[config.mk]
export PLATFORM = sky130hd
export DESIGN_NAME = seq_div_16by8_flat
export DESIGN_NICKNAME = d
export VERILOG_FILES = /design/src/rtl/seq_div_16by8_if.sv /design/src/rtl/seq_div_16by8.sv /design/src/flat_wrapper.sv
export SDC_FILE = /design/constraint.sdc
export NUM_CORES = 1
export LEC_CHECK = 0
export ABC_CLOCK_PERIOD_IN_PS = 1900
export BUFFER_PORTS_ARGS = -buffer_cell sky130_fd_sc_hd__buf_2
export CAP_MARGIN = 20
export CORE_MARGIN = 3
export CORE_UTILIZATION = 36
export DETAILED_ROUTE_END_ITERATION = 16
export HOLD_SLACK_MARGIN = 0.03
export PLACE_DENSITY = 0.59
export RECOVER_POWER = 100
export REMOVE_ABC_BUFFERS = 1
export SLEW_MARGIN = 20
export SYNTH_ARGS = -nofsm -noshare
export SYNTH_HDL_FRONTEND = slang
export SYNTH_SLANG_ARGS = --single-unit
[constraint.sdc]
create_clock -name clk -period 1.9 [get_ports clk]
set_clock_uncertainty 0.1 [all_clocks]
set_input_delay 0.38 -clock clk [delete_from_list [all_inputs] [get_ports clk]]
set_output_delay 0.38 -clock clk [all_outputs]
set_load 0.02 [all_outputs]
[src/rtl/seq_div_16by8_if.sv]
// Handshake bundle for seq_div_16by8: operand request side and result response side.
// The divider takes the slave modport; the producer/consumer takes master.
interface seq_div_16by8_if #(parameter int N = 8);
  logic           in_valid;
  logic           in_ready;
  logic [2*N-1:0] dividend;
  logic [N-1:0]   divisor;
  logic           out_valid;
  logic           out_ready;
  logic [2*N-1:0] quotient;
  logic [N-1:0]   remainder;
  logic           dz;

  modport master (
    output in_valid, dividend, divisor, out_ready,
    input  in_ready, out_valid, quotient, remainder, dz
  );
  modport slave (
    input  in_valid, dividend, divisor, out_ready,
    output in_ready, out_valid, quotient, remainder, dz
  );
endinterface

[src/rtl/seq_div_16by8.sv]
// Restoring 2N/N divider, one quotient bit per cycle, valid/ready on both sides.
// Optional macro DIV_ZERO_SHORTCUT_EN: a zero divisor skips the iterations.
module seq_div_16by8 #(
  parameter int N = 8
) (
  input  logic          clk,
  input  logic          rst_n,
  seq_div_16by8_if.slave bus
);
  localparam int CW = $clog2(2*N);

  typedef enum logic [1:0] {IDLE, RUN, DONE} state_t;
  state_t state, state_nxt;

  logic [2*N-1:0] d_r, q_r;
  logic [N-1:0]   v_r, r_r;
  logic [CW-1:0]  cnt_r;
  logic           dz_r;
  logic           in_rdy, out_vld;

  // The partial remainder's extra bit only exists transiently in r_sh;
  // after each restore step it is always zero, so r_r stores N bits.
  logic [N:0]     r_sh;
  logic [N-1:0]   r_sub;
  logic           q_bit, last_iter, skip;

  assign r_sh      = {r_r, d_r[2*N-1]};
  assign q_bit     = (r_sh >= {1'b0, v_r});
  assign r_sub     = r_sh[N-1:0] - v_r;
  assign last_iter = (cnt_r == CW'(2*N-1));

`ifdef DIV_ZERO_SHORTCUT_EN
  assign skip = dz_r;
`else
  assign skip = 1'b0;
`endif

  always_ff @(posedge clk or negedge rst_n) begin
    if (!rst_n) state <= IDLE;
    else        state <= state_nxt;
  end

  always_comb begin
    state_nxt = state;
    in_rdy    = 1'b0;
    out_vld   = 1'b0;
    case (state)
      IDLE: begin
        in_rdy = 1'b1;
        if (bus.in_valid) state_nxt = RUN;
      end
      RUN:  if (skip || last_iter) state_nxt = DONE;
      DONE: begin
        out_vld = 1'b1;
        if (bus.out_ready) state_nxt = IDLE;
      end
      default: state_nxt = IDLE;
    endcase
  end

  always_ff @(posedge clk or negedge rst_n) begin
    if (!rst_n) begin
      d_r   <= '0;
      v_r   <= '0;
      r_r   <= '0;
      q_r   <= '0;
      cnt_r <= '0;
      dz_r  <= 1'b0;
    end else if (state == IDLE && bus.in_valid) begin
      d_r   <= bus.dividend;
      v_r   <= bus.divisor;
      r_r   <= '0;
      q_r   <= '0;
      cnt_r <= '0;
      dz_r  <= (bus.divisor == '0);
    end else if (state == RUN) begin
      if (skip) begin
        // D has not shifted yet, so its low half is still the dividend's.
        q_r <= '1;
        r_r <= d_r[N-1:0];
      end else begin
        d_r   <= {d_r[2*N-2:0], 1'b0};
        r_r   <= q_bit ? r_sub : r_sh[N-1:0];
        q_r   <= {q_r[2*N-2:0], q_bit};
        cnt_r <= cnt_r + 1'b1;
      end
    end
  end

  assign bus.in_ready  = in_rdy;
  assign bus.out_valid = out_vld;
  assign bus.quotient  = q_r;
  assign bus.remainder = r_r;
  assign bus.dz        = dz_r;
endmodule

[src/flat_wrapper.sv]
// flat-port wrapper written by rule: the top's interface ports become plain ports
module seq_div_16by8_flat 
#(
  parameter int N = 8
)
  (clk, rst_n, bus_in_valid, bus_dividend, bus_divisor, bus_out_ready, bus_in_ready, bus_out_valid, bus_quotient, bus_remainder, bus_dz);
  seq_div_16by8_if #(.N(N)) bus_i ();
  input  logic clk;
  input  logic rst_n;
  input wire logic [$bits(bus_i.in_valid)-1:0] bus_in_valid;
  input wire logic [$bits(bus_i.dividend)-1:0] bus_dividend;
  input wire logic [$bits(bus_i.divisor)-1:0] bus_divisor;
  input wire logic [$bits(bus_i.out_ready)-1:0] bus_out_ready;
  output wire logic [$bits(bus_i.in_ready)-1:0] bus_in_ready;
  output wire logic [$bits(bus_i.out_valid)-1:0] bus_out_valid;
  output wire logic [$bits(bus_i.quotient)-1:0] bus_quotient;
  output wire logic [$bits(bus_i.remainder)-1:0] bus_remainder;
  output wire logic [$bits(bus_i.dz)-1:0] bus_dz;
  assign bus_i.in_valid = bus_in_valid;
  assign bus_i.dividend = bus_dividend;
  assign bus_i.divisor = bus_divisor;
  assign bus_i.out_ready = bus_out_ready;
  assign bus_in_ready = bus_i.in_ready;
  assign bus_out_valid = bus_i.out_valid;
  assign bus_quotient = bus_i.quotient;
  assign bus_remainder = bus_i.remainder;
  assign bus_dz = bus_i.dz;
  seq_div_16by8 #(.N(N)) u_core (.clk(clk), .rst_n(rst_n), .bus(bus_i));
endmodule
======== Word-level counts from Yosys, hierarchy flattened ========
Cells that the tools add are included.
operators by class
  add/subtract/negate cells ............... 2
  multipliers ............................. 0
  divide/modulo/power cells ............... 0
  $lt $le $gt $ge ......................... 1
  equal/unequal tests ..................... 6
  shift-type cells ........................ 0
  muxes and demuxes ....................... 15
  bitwise operators ....................... 0
  reductions and logical operators ........ 5
operators with widths
  kind                   count
  $mux W16               4
  $mux W8                3
  $ge A9 B8 Y1           1
  $logic_not A8 Y1       1
  $mux W4                2
  $sub A8 B8 Y8          1
  $mux W2                3
  $pmux W2 S3            1
  $add A4 B1 Y4 const B  1
  $eq A4 B4 Y1 const B   1
  $ne A2 B2 Y1 const B   2
  $reduce_and A3 Y1      1
  $eq A2 B1 Y1 const B   1
  $eq A2 B2 Y1 const B   1
  $logic_not A2 Y1       1
  $mux W1                2
  $ne A2 B1 Y1 const B   1
  $reduce_bool A2 Y1     1
  $logic_and A1 B1 Y1    1
storage, ports and cells
  bits in registers ....................... 55
  latch bits .............................. 0
  bits in writable memories ............... 0
  memory bits (read-only) ................. 0
  input bits .............................. 28
  output and inout port bits .............. 27
  word-level logic and storage cells ...... 36
  memories ................................ 0

======== Logic depth before layout (Yosys ltp) ========
Gate-level depths: netlist of the first run.
  depth after elaboration ................. 4
  depth in mapped cells ................... 9
  gate-level depth less buffers ........... 8

======== Worst setup path after synthesis of the first run ========
No wires, ideal clock.
  path type ............................... register -> register
  from .................................... register u_core.r_r[5] (netlist: u_core.bus.remainder[5])
  to ...................................... register u_core.r_r[7] (netlist: u_core.bus.remainder[7])
  setup time .............................. 0.087 ns
  arrival ................................. 1.769 ns
  data required time ...................... 1.713 ns
  setup slack ............................. -0.056 ns
  cell stages (with the launch flop) ...... 8
  buffers on the path ..................... 1
  clock period less this slack ............ 1.956 ns
  cell sequence ........................... dfrtp_1 > ha_1 > a21oi_2 > o221ai_1 > a21oi_2 > buf_6 > a31oi_1 > a211oi_2
between the ends
  longest elaborated chain between the ends .. 4
  elaborated cells between the ends (all ways) .. 5
  those cells by class .................... add/sub: 1; order compare: 1; mux: 3
ends and longest elaborated chain
  what                                           line                                      RTL
  from (decl)                                    seq_div_16by8.sv:16                       logic [N-1:0] v_r, r_r;
  from (signal assigned)                         seq_div_16by8.sv:80                       r_r <= d_r[N-1:0];
  from (signal assigned)                         seq_div_16by8.sv:83                       r_r <= q_bit ? r_sub : r_sh[N-1:0];
  $sub A8 B8 Y8 or $ge A9 B8 Y1 (tied branches)  seq_div_16by8.sv:29, seq_div_16by8.sv:28
  $mux W8 *                                      seq_div_16by8.sv:83
  $mux W8 *                                      seq_div_16by8.sv:76                       end else if (state == RUN) begin
  $mux W8 *                                      seq_div_16by8.sv:69                       end else if (state == IDLE && bus.in_valid) begin
Mark *: on every way between the ends. The rest lies on a longest branch, timed or not. The select of a mux whose other input is x is not followed.
A chain may end at the register's enable or synchronous reset.

======== Worst setup path in the final report of the first run ========
  from .................................... register u_core.r_r[2] (netlist: u_core.bus.remainder[2])
  to ...................................... register u_core.r_r[2] (netlist: u_core.bus.remainder[2])
between the ends
  longest elaborated chain between the ends .. 4
ends and longest elaborated chain
  what          line                 RTL
  $ge A9 B8 Y1  seq_div_16by8.sv:28  assign q_bit = (r_sh >= {1'b0, v_r});
  $mux W8       seq_div_16by8.sv:83
  $mux W8       seq_div_16by8.sv:76
  $mux W8       seq_div_16by8.sv:69
Every way passes these cells. The select of a mux whose other input is x is not followed.

==> metrics, run 1 <==
Detailed Place HPWL 4.33 mm; Yosys top cell area share 51.9%; Root Buffer clkbuf_8; Clk Latency, worst-skew pair 320 ps; Clock Power Share 10.0%; Worst EP arrival 1980 ps; Synth Register Bits 55; RSZ-0062 raised after global routing true; die width 91.8 µm; via density per instance 5.05; diodes inserted 0; synth top area cells dfrtp_1 (52%), a22o_1 (5.6%), nand2_1 (5.2%); fill cell count 714; starting DRC count in detailed routing 103; Final Net Count 371; number of buffers created by CTS 5; Comb power frac 59.7%; total grt overflow 0; most common cell after layout, fill and taps aside dfrtp_1; Ys Warns 0; switch share 43.7%; H-tree depth 2; DRT antenna net count 0; worst hold margin 182 ps; setup TNS 0 ps; first-pass GRT wire length 10.1 mm; Final Util 47.7%; Post-synth EDFFs 0; Critical Path Start Type flop; vias in the first global route 2110; pin count of the biggest net entering global routing 56; maximum vdd ir drop 566 µV; Setup Buffers After CTS 0; CTS tree yes; type of the worst setup path reg2reg; Total Routing Usage GR 14.7%; Port Buf Inserts 54; asr flop ratio synth 100%; hold crit path type in2reg; commonest non-fill, non-tap cells in the layout dfrtp_1 (55), nand2_1 (37), buf_2 (29); layout cell share with drive strength beyond 1 24.9%; Hold Violations, Final 0; Leakage Power 0.00149 µW; Die ar. 0.00843 mm²; clk sink count 55; Placement Rows 30; CP max FO 10; core area 0.00698 mm²; CP Data Required Time 1990 ps; drt total wl 6.06 mm; layout overhead on the synthesized area 25.6%; Pint 3810 µW; Post-Syn Area 0.00265 mm²; max_cap viols 0; Final Max Slew Viols 0; Avg Inst Size Synth 10.2 µm²; starting density of the core 38.0%; placed cell area 0.00320 mm²; final instance area 0.00333 mm²; final period utilization 99.5%; CTS Buffer Depth 2; crit path time final 1890 ps; Remaining DRCs 0; Seq pwr share 30.2%; Vias 2172; Syn Inst Count 261; Die H 91.8 µm; I/O pins 55; Clock transition at path regs 100 ps; highest clock rate 529 MHz; max_slew headroom 30.7%; crit end category flop; Worst-Margin Slew 1040 ps; WL per Instance 14.1 µm; Netlist cell types 46; routability congestion estimate 0.799; final setup fails 0; multi-input gate area in the final layout 0.00124 mm²; net switching power 2960 µW; outcome finished clean; pwr dens 2030 mW/mm²; Seq. cell area 0.00138 mm²; register area share after synthesis 51.9%; area leader, netlist dfrtp_1; initial antenna violation count 0; Most used DFF post-synth dfrtp_1; first-pass detailed-route iteration total 4
-- state kept, by name, summed over array words and instances, names as in the netlist --
register / cells
u_core.bus.dz: 1
u_core.bus.quotient: 16
u_core.bus.remainder: 8
u_core.cnt_r: 4
u_core.d_r: 16
u_core.state: 2
u_core.v_r: 8
-- power by group through the flow --
stage / Clock [µW] / Combinational, µW / Sequential, µW
6_report: 679 / 4040 / 2050
5_1_grt: 755 / 4500 / 2120
4_1_cts: 703 / 3970 / 2040
3_5_place_dp: 0 / 3840 / 2050
3_3_place_gp: 0 / 3790 / 2040
2_1_floorplan: 0 / 2140 / 2350
-- metrics by stage --
step | cells | setup slack (ps) | total power, µW
detailed placement | 421 | -53.6 | 5890
global route | 430 | -113 | 7380
floorplan | 245 | -897 | 4490
finish | 430 | 8.98 | 6770
CTS | 430 | 20.3 | 6710
global placement | 421 | -24.6 | 5820
-- metal layers --
| metal | global-route usage (%) | routed length, µm |
|---|---|---|
| met5 | 0 | 0 |
| met4 | 2.97 | 47 |
| met3 | 3.61 | 270 |
| met2 | 22.7 | 2800 |
| met1 | 21.2 | 2940 |
-- cell type report --
class	count	share of cell area, %
Tap cell	96	3.61
Sequential cell	55	41.3
Clock buffer	5	2.07
Timing Repair Buffer	81	13.6
Inverter	13	1.47
Multi-Input combinational cell	177	37.2
Clock inverter	3	0.752
-- synth_stat cells, drive strengths merged (2+ instances only) --
| master | count |
|---|---|
| dfrtp | 55 |
| nand2 | 37 |
| o21ai | 31 |
| a22o | 17 |
| a22oi | 14 |
| inv | 13 |
| clkbuf | 10 |
| ha | 9 |
| nand3 | 8 |
| nor2b | 8 |
| a21oi | 7 |
| buf | 6 |
| nor2 | 5 |
| a32oi | 3 |
| nand2b | 3 |
| a31oi | 2 |
| mux2i | 2 |
| nand3b | 2 |
| nor3b | 2 |
| nor4 | 2 |
| o311ai | 2 |
| o31ai | 2 |
| or2 | 2 |
| or3 | 2 |
| xnor2 | 2 |
| xor2 | 2 |
-- critical path, cell delays in order, from the launching register on --
cell and delay, ps:
dfrtp_1 390, ha_1 340, and2_1 200, nor2b_2 160, a21oi_2 180, buf_6 160, mux2i_1 190, o21ai_1 70
-- final timing paths --
kind                            slack [ps]  cells after the start                                  end                                 from
worst max-delay path                     9                      7  u_core.bus.remainder[2]$_DFFE_PN0P_  u_core.bus.remainder[2]$_DFFE_PN0P_
worst min-delay path                   180                      3            u_core.v_r[5]$_DFFE_PN0P_                       bus_divisor[5]
worst max register to register           9                      7  u_core.bus.remainder[2]$_DFFE_PN0P_  u_core.bus.remainder[2]$_DFFE_PN0P_
worst min register to register         390                      2            u_core.bus.dz$_DFFE_PN0P_            u_core.bus.dz$_DFFE_PN0P_
max in group asynchronous              540                      3  u_core.bus.remainder[7]$_DFFE_PN0P_                                rst_n
min in group asynchronous              670                      3            u_core.v_r[2]$_DFFE_PN0P_                                rst_n
-- cells by family (layout without fill, tap and decap cells) --
family / count (synthesis) / count (layout) / share of synthesized area, %
and+or+nand+nor: 75 / 75 / 13.8
adders and majority gates: 10 / 10 / 5.00
buffers and inverters: 29 / 102 / 4.58
xor gates and xnor gates: 4 / 4 / 1.32
DFF: 55 / 55 / 51.9
AOI/OAI and AO/OA: 86 / 86 / 22.7
muxes: 2 / 2 / 0.755
-- timing repair --
item / CTS / global route
pin swaps: 2 / 3
hold buffers: 1 / 0
resized for setup: 7 / 13
setup endpoints to repair: 5 / 16
hold endpoints to repair: 55 / 0
Power figures use the tool's default switching activity.
==> run 2: changes to the inputs <==
--- a/config.mk
+++ b/config.mk
@@ -8,7 +8,7 @@
 export ABC_CLOCK_PERIOD_IN_PS = 1900
 export BUFFER_PORTS_ARGS = -buffer_cell sky130_fd_sc_hd__buf_2
 export CAP_MARGIN = 20
-export CORE_MARGIN = 3
+export CORE_MARGIN = 5
 export CORE_UTILIZATION = 36
 export DETAILED_ROUTE_END_ITERATION = 16
 export HOLD_SLACK_MARGIN = 0.03
==> run 2 against run 1 <==
Effect of this change: final cell count rose by 1.4%; core utilization down 1.2 points; highest routed layer unchanged; global-route usage shrank 0.13 points; sequential power barely moved; count of clock-buffer cells in the layout stayed put; sequential share of layout area shrank 0.34 points; non-clock buffer count increased by 3; clock power barely moved; total power up 1.6%; largest cell class unchanged; flip-flop and latch count stayed put; combinational power increased by 2%.
==> metrics, run 2 (synthesis results as in run 1) <==
Worst EP arrival 2000 ps (was 1980 ps); Leakage Power 0.00149 µW (about the same); Clk Latency, worst-skew pair 310 ps (was 320 ps); WL per Instance 14.7 µm (was 14.1 µm); Clock Power Share 9.8% (was 10.0%); die width 95.8 µm (was 91.8 µm); net switching power 3010 µW (was 2960 µW); Final Max Slew Viols 0 (unchanged); CTS Buffer Depth 2 (unchanged); Final Net Count 374 (was 371); hold crit path type in2reg (unchanged); switch share 43.8% (was 43.7%); max_slew headroom 41.3% (was 30.7%); vias in the first global route 2259 (was 2110); highest clock rate 542 MHz (was 529 MHz); Seq pwr share 29.9% (was 30.2%); Remaining DRCs 0 (unchanged); starting density of the core 36.7% (was 38.0%); Vias 2212 (was 2172); type of the worst setup path reg2reg (unchanged); max_cap viols 0 (unchanged); first-pass GRT wire length 10.5 mm (was 10.1 mm); DRT antenna net count 0 (unchanged); Pint 3860 µW (was 3810 µW); Hold Violations, Final 0 (unchanged); initial antenna violation count 0 (unchanged); Place WS -68.6 ps (was -53.6 ps); total grt overflow 0 (unchanged); final non-filler cell total 436 (was 430); final worst setup slack 55.5 ps (was 8.98 ps); core area 0.00721 mm² (was 0.00698 mm²); number of buffers created by CTS 5 (unchanged); first-pass detailed-route iteration total 4 (unchanged); pin count of the biggest net entering global routing 34 (was 56); CP Data Required Time 2050 ps (was 1990 ps); Placement Rows 31 (was 30); Root Buffer clkbuf_8 (unchanged); most common cell after layout, fill and taps aside dfrtp_1 (unchanged); Detailed Place HPWL 4.50 mm (was 4.33 mm); Total Routing Usage GR 14.6% (was 14.7%); outcome finished clean (unchanged); layout cell share with drive strength beyond 1 27.3% (was 24.9%); Port Buf Inserts 54 (unchanged); Critical Path Start Type flop (unchanged); pwr dens 2050 mW/mm² (was 2030 mW/mm²); RSZ-0062 raised after global routing true (unchanged); via density per instance 5.07 (was 5.05); clk sink count 55 (unchanged); maximum vdd ir drop 763 µV (was 566 µV); crit path time final 1840 ps (was 1890 ps); layout overhead on the synthesized area 26.6% (was 25.6%); I/O pins 55 (unchanged); final setup fails 0 (unchanged); Design Power 6870 µW (was 6770 µW); crit end category flop (unchanged); routability congestion estimate 0.846 (was 0.799); Worst-Margin Slew 880 ps (was 1040 ps); Die ar. 0.00918 mm² (was 0.00843 mm²); CP max FO 5 (was 10); Comb power frac 60.2% (was 59.7%); final period utilization 97.1% (was 99.5%); starting DRC count in detailed routing 85 (was 103); fill cell count 722 (was 714); commonest non-fill, non-tap cells in the layout dfrtp_1 (55), nand2_1 (37), clkbuf_1 (29) (was dfrtp_1 (55), nand2_1 (37), buf_2 (29)); diodes inserted 0 (unchanged); CTS tree yes (unchanged); dpl cells 425 (was 421); Clock transition at path regs 100 ps (about the same); Die H 95.8 µm (was 91.8 µm); H-tree depth 2 (unchanged); drt total wl 6.39 mm (was 6.06 mm)
## run 2: changes by cell type in the layout (fill, tap and decap cells not counted), moves of 2 or more
cell and change:
inv_1 -2, clkbuf_2 +2, clkbuf_1 +4, nor2b_1 -4, inv_2 +2, nor2b_2 +4
## run 2: critical path, cell delays in order, from the launching register on
cell	delay [ps]
dfrtp_1	340
inv_1	70
ha_1	330
nand3_2	120
o221ai_2	200
a21oi_2	70
buf_2	160
or3_1	340
nand2_1	60
## run 2: worst paths after layout
kind | start | endpoint | slack (ps) | depth (start not counted)
min in group asynchronous | rst_n | u_core.d_r[5]$_DFFE_PN0P_ | 280 | 2
worst max-delay path | u_core.v_r[7]$_DFFE_PN0P_ | u_core.bus.remainder[4]$_DFFE_PN0P_ | 60 | 8
worst max register to register | u_core.v_r[7]$_DFFE_PN0P_ | u_core.bus.remainder[4]$_DFFE_PN0P_ | 60 | 8
max in group asynchronous | rst_n | u_core.bus.remainder[6]$_DFFE_PN0P_ | 360 | 3
worst min register to register | u_core.bus.dz$_DFFE_PN0P_ | u_core.bus.dz$_DFFE_PN0P_ | 380 | 2
worst min-delay path | bus_divisor[5] | u_core.v_r[5]$_DFFE_PN0P_ | 180 | 3
## run 2: power groups by stage
stage	clock, µW	sequential, µW	combinational [µW]
2_1_floorplan	0	2350	2140
3_5_place_dp	0	2040	3820
5_1_grt	749	2130	4570
3_3_place_gp	0	2030	3790
6_report	676	2060	4140
4_1_cts	700	2030	3920
## run 2: repair_timing
action / 4_1_cts / 5_1_grt
setup buffers: 0 / 1
resized for setup: 6 / 22
endpoints found under the setup margin: 3 / 12
gates cloned: 0 / 1
endpoints found under the hold margin: 22 / 0
hold buffers: 1 / 0
pin swaps: 3 / 4
## run 2: cell type report
cell class	count	area, µm²	area share [%]
clock buffer	5	68.8	2.05
clock inverter	3	22.5	0.671
inverter	13	48.8	1.45
multi-input combinational	177	1270	38.0
sequential	55	1380	41.0
tap	99	124	3.69
timing repair buffer	84	442	13.2
## run 2: routing by layer
| layer | share of wire, % | track usage, % | up-vias |
|---|---|---|---|
| met1 | 47 | 19.7 | 1070 |
| li1 | - | - | 1097 |
| met4 | 0.70 | 3.20 | 0 |
| met3 | 4.8 | 3.91 | 5 |
| met2 | 48 | 23.6 | 40 |
| met5 | 0 | 0 | - |
## run 2: stage by stage
step	util [%]	TNS, ps	cell area, µm²	hold WS (ps)
floorplan	-	-26890	2580	-15.6
global placement	44.2	-24.5	3190	74.5
detailed placement	44.2	-159	3190	74.3
CTS	45.9	0	3310	182
global route	46.5	-68.4	3360	187
finish	46.5	0	3360	184
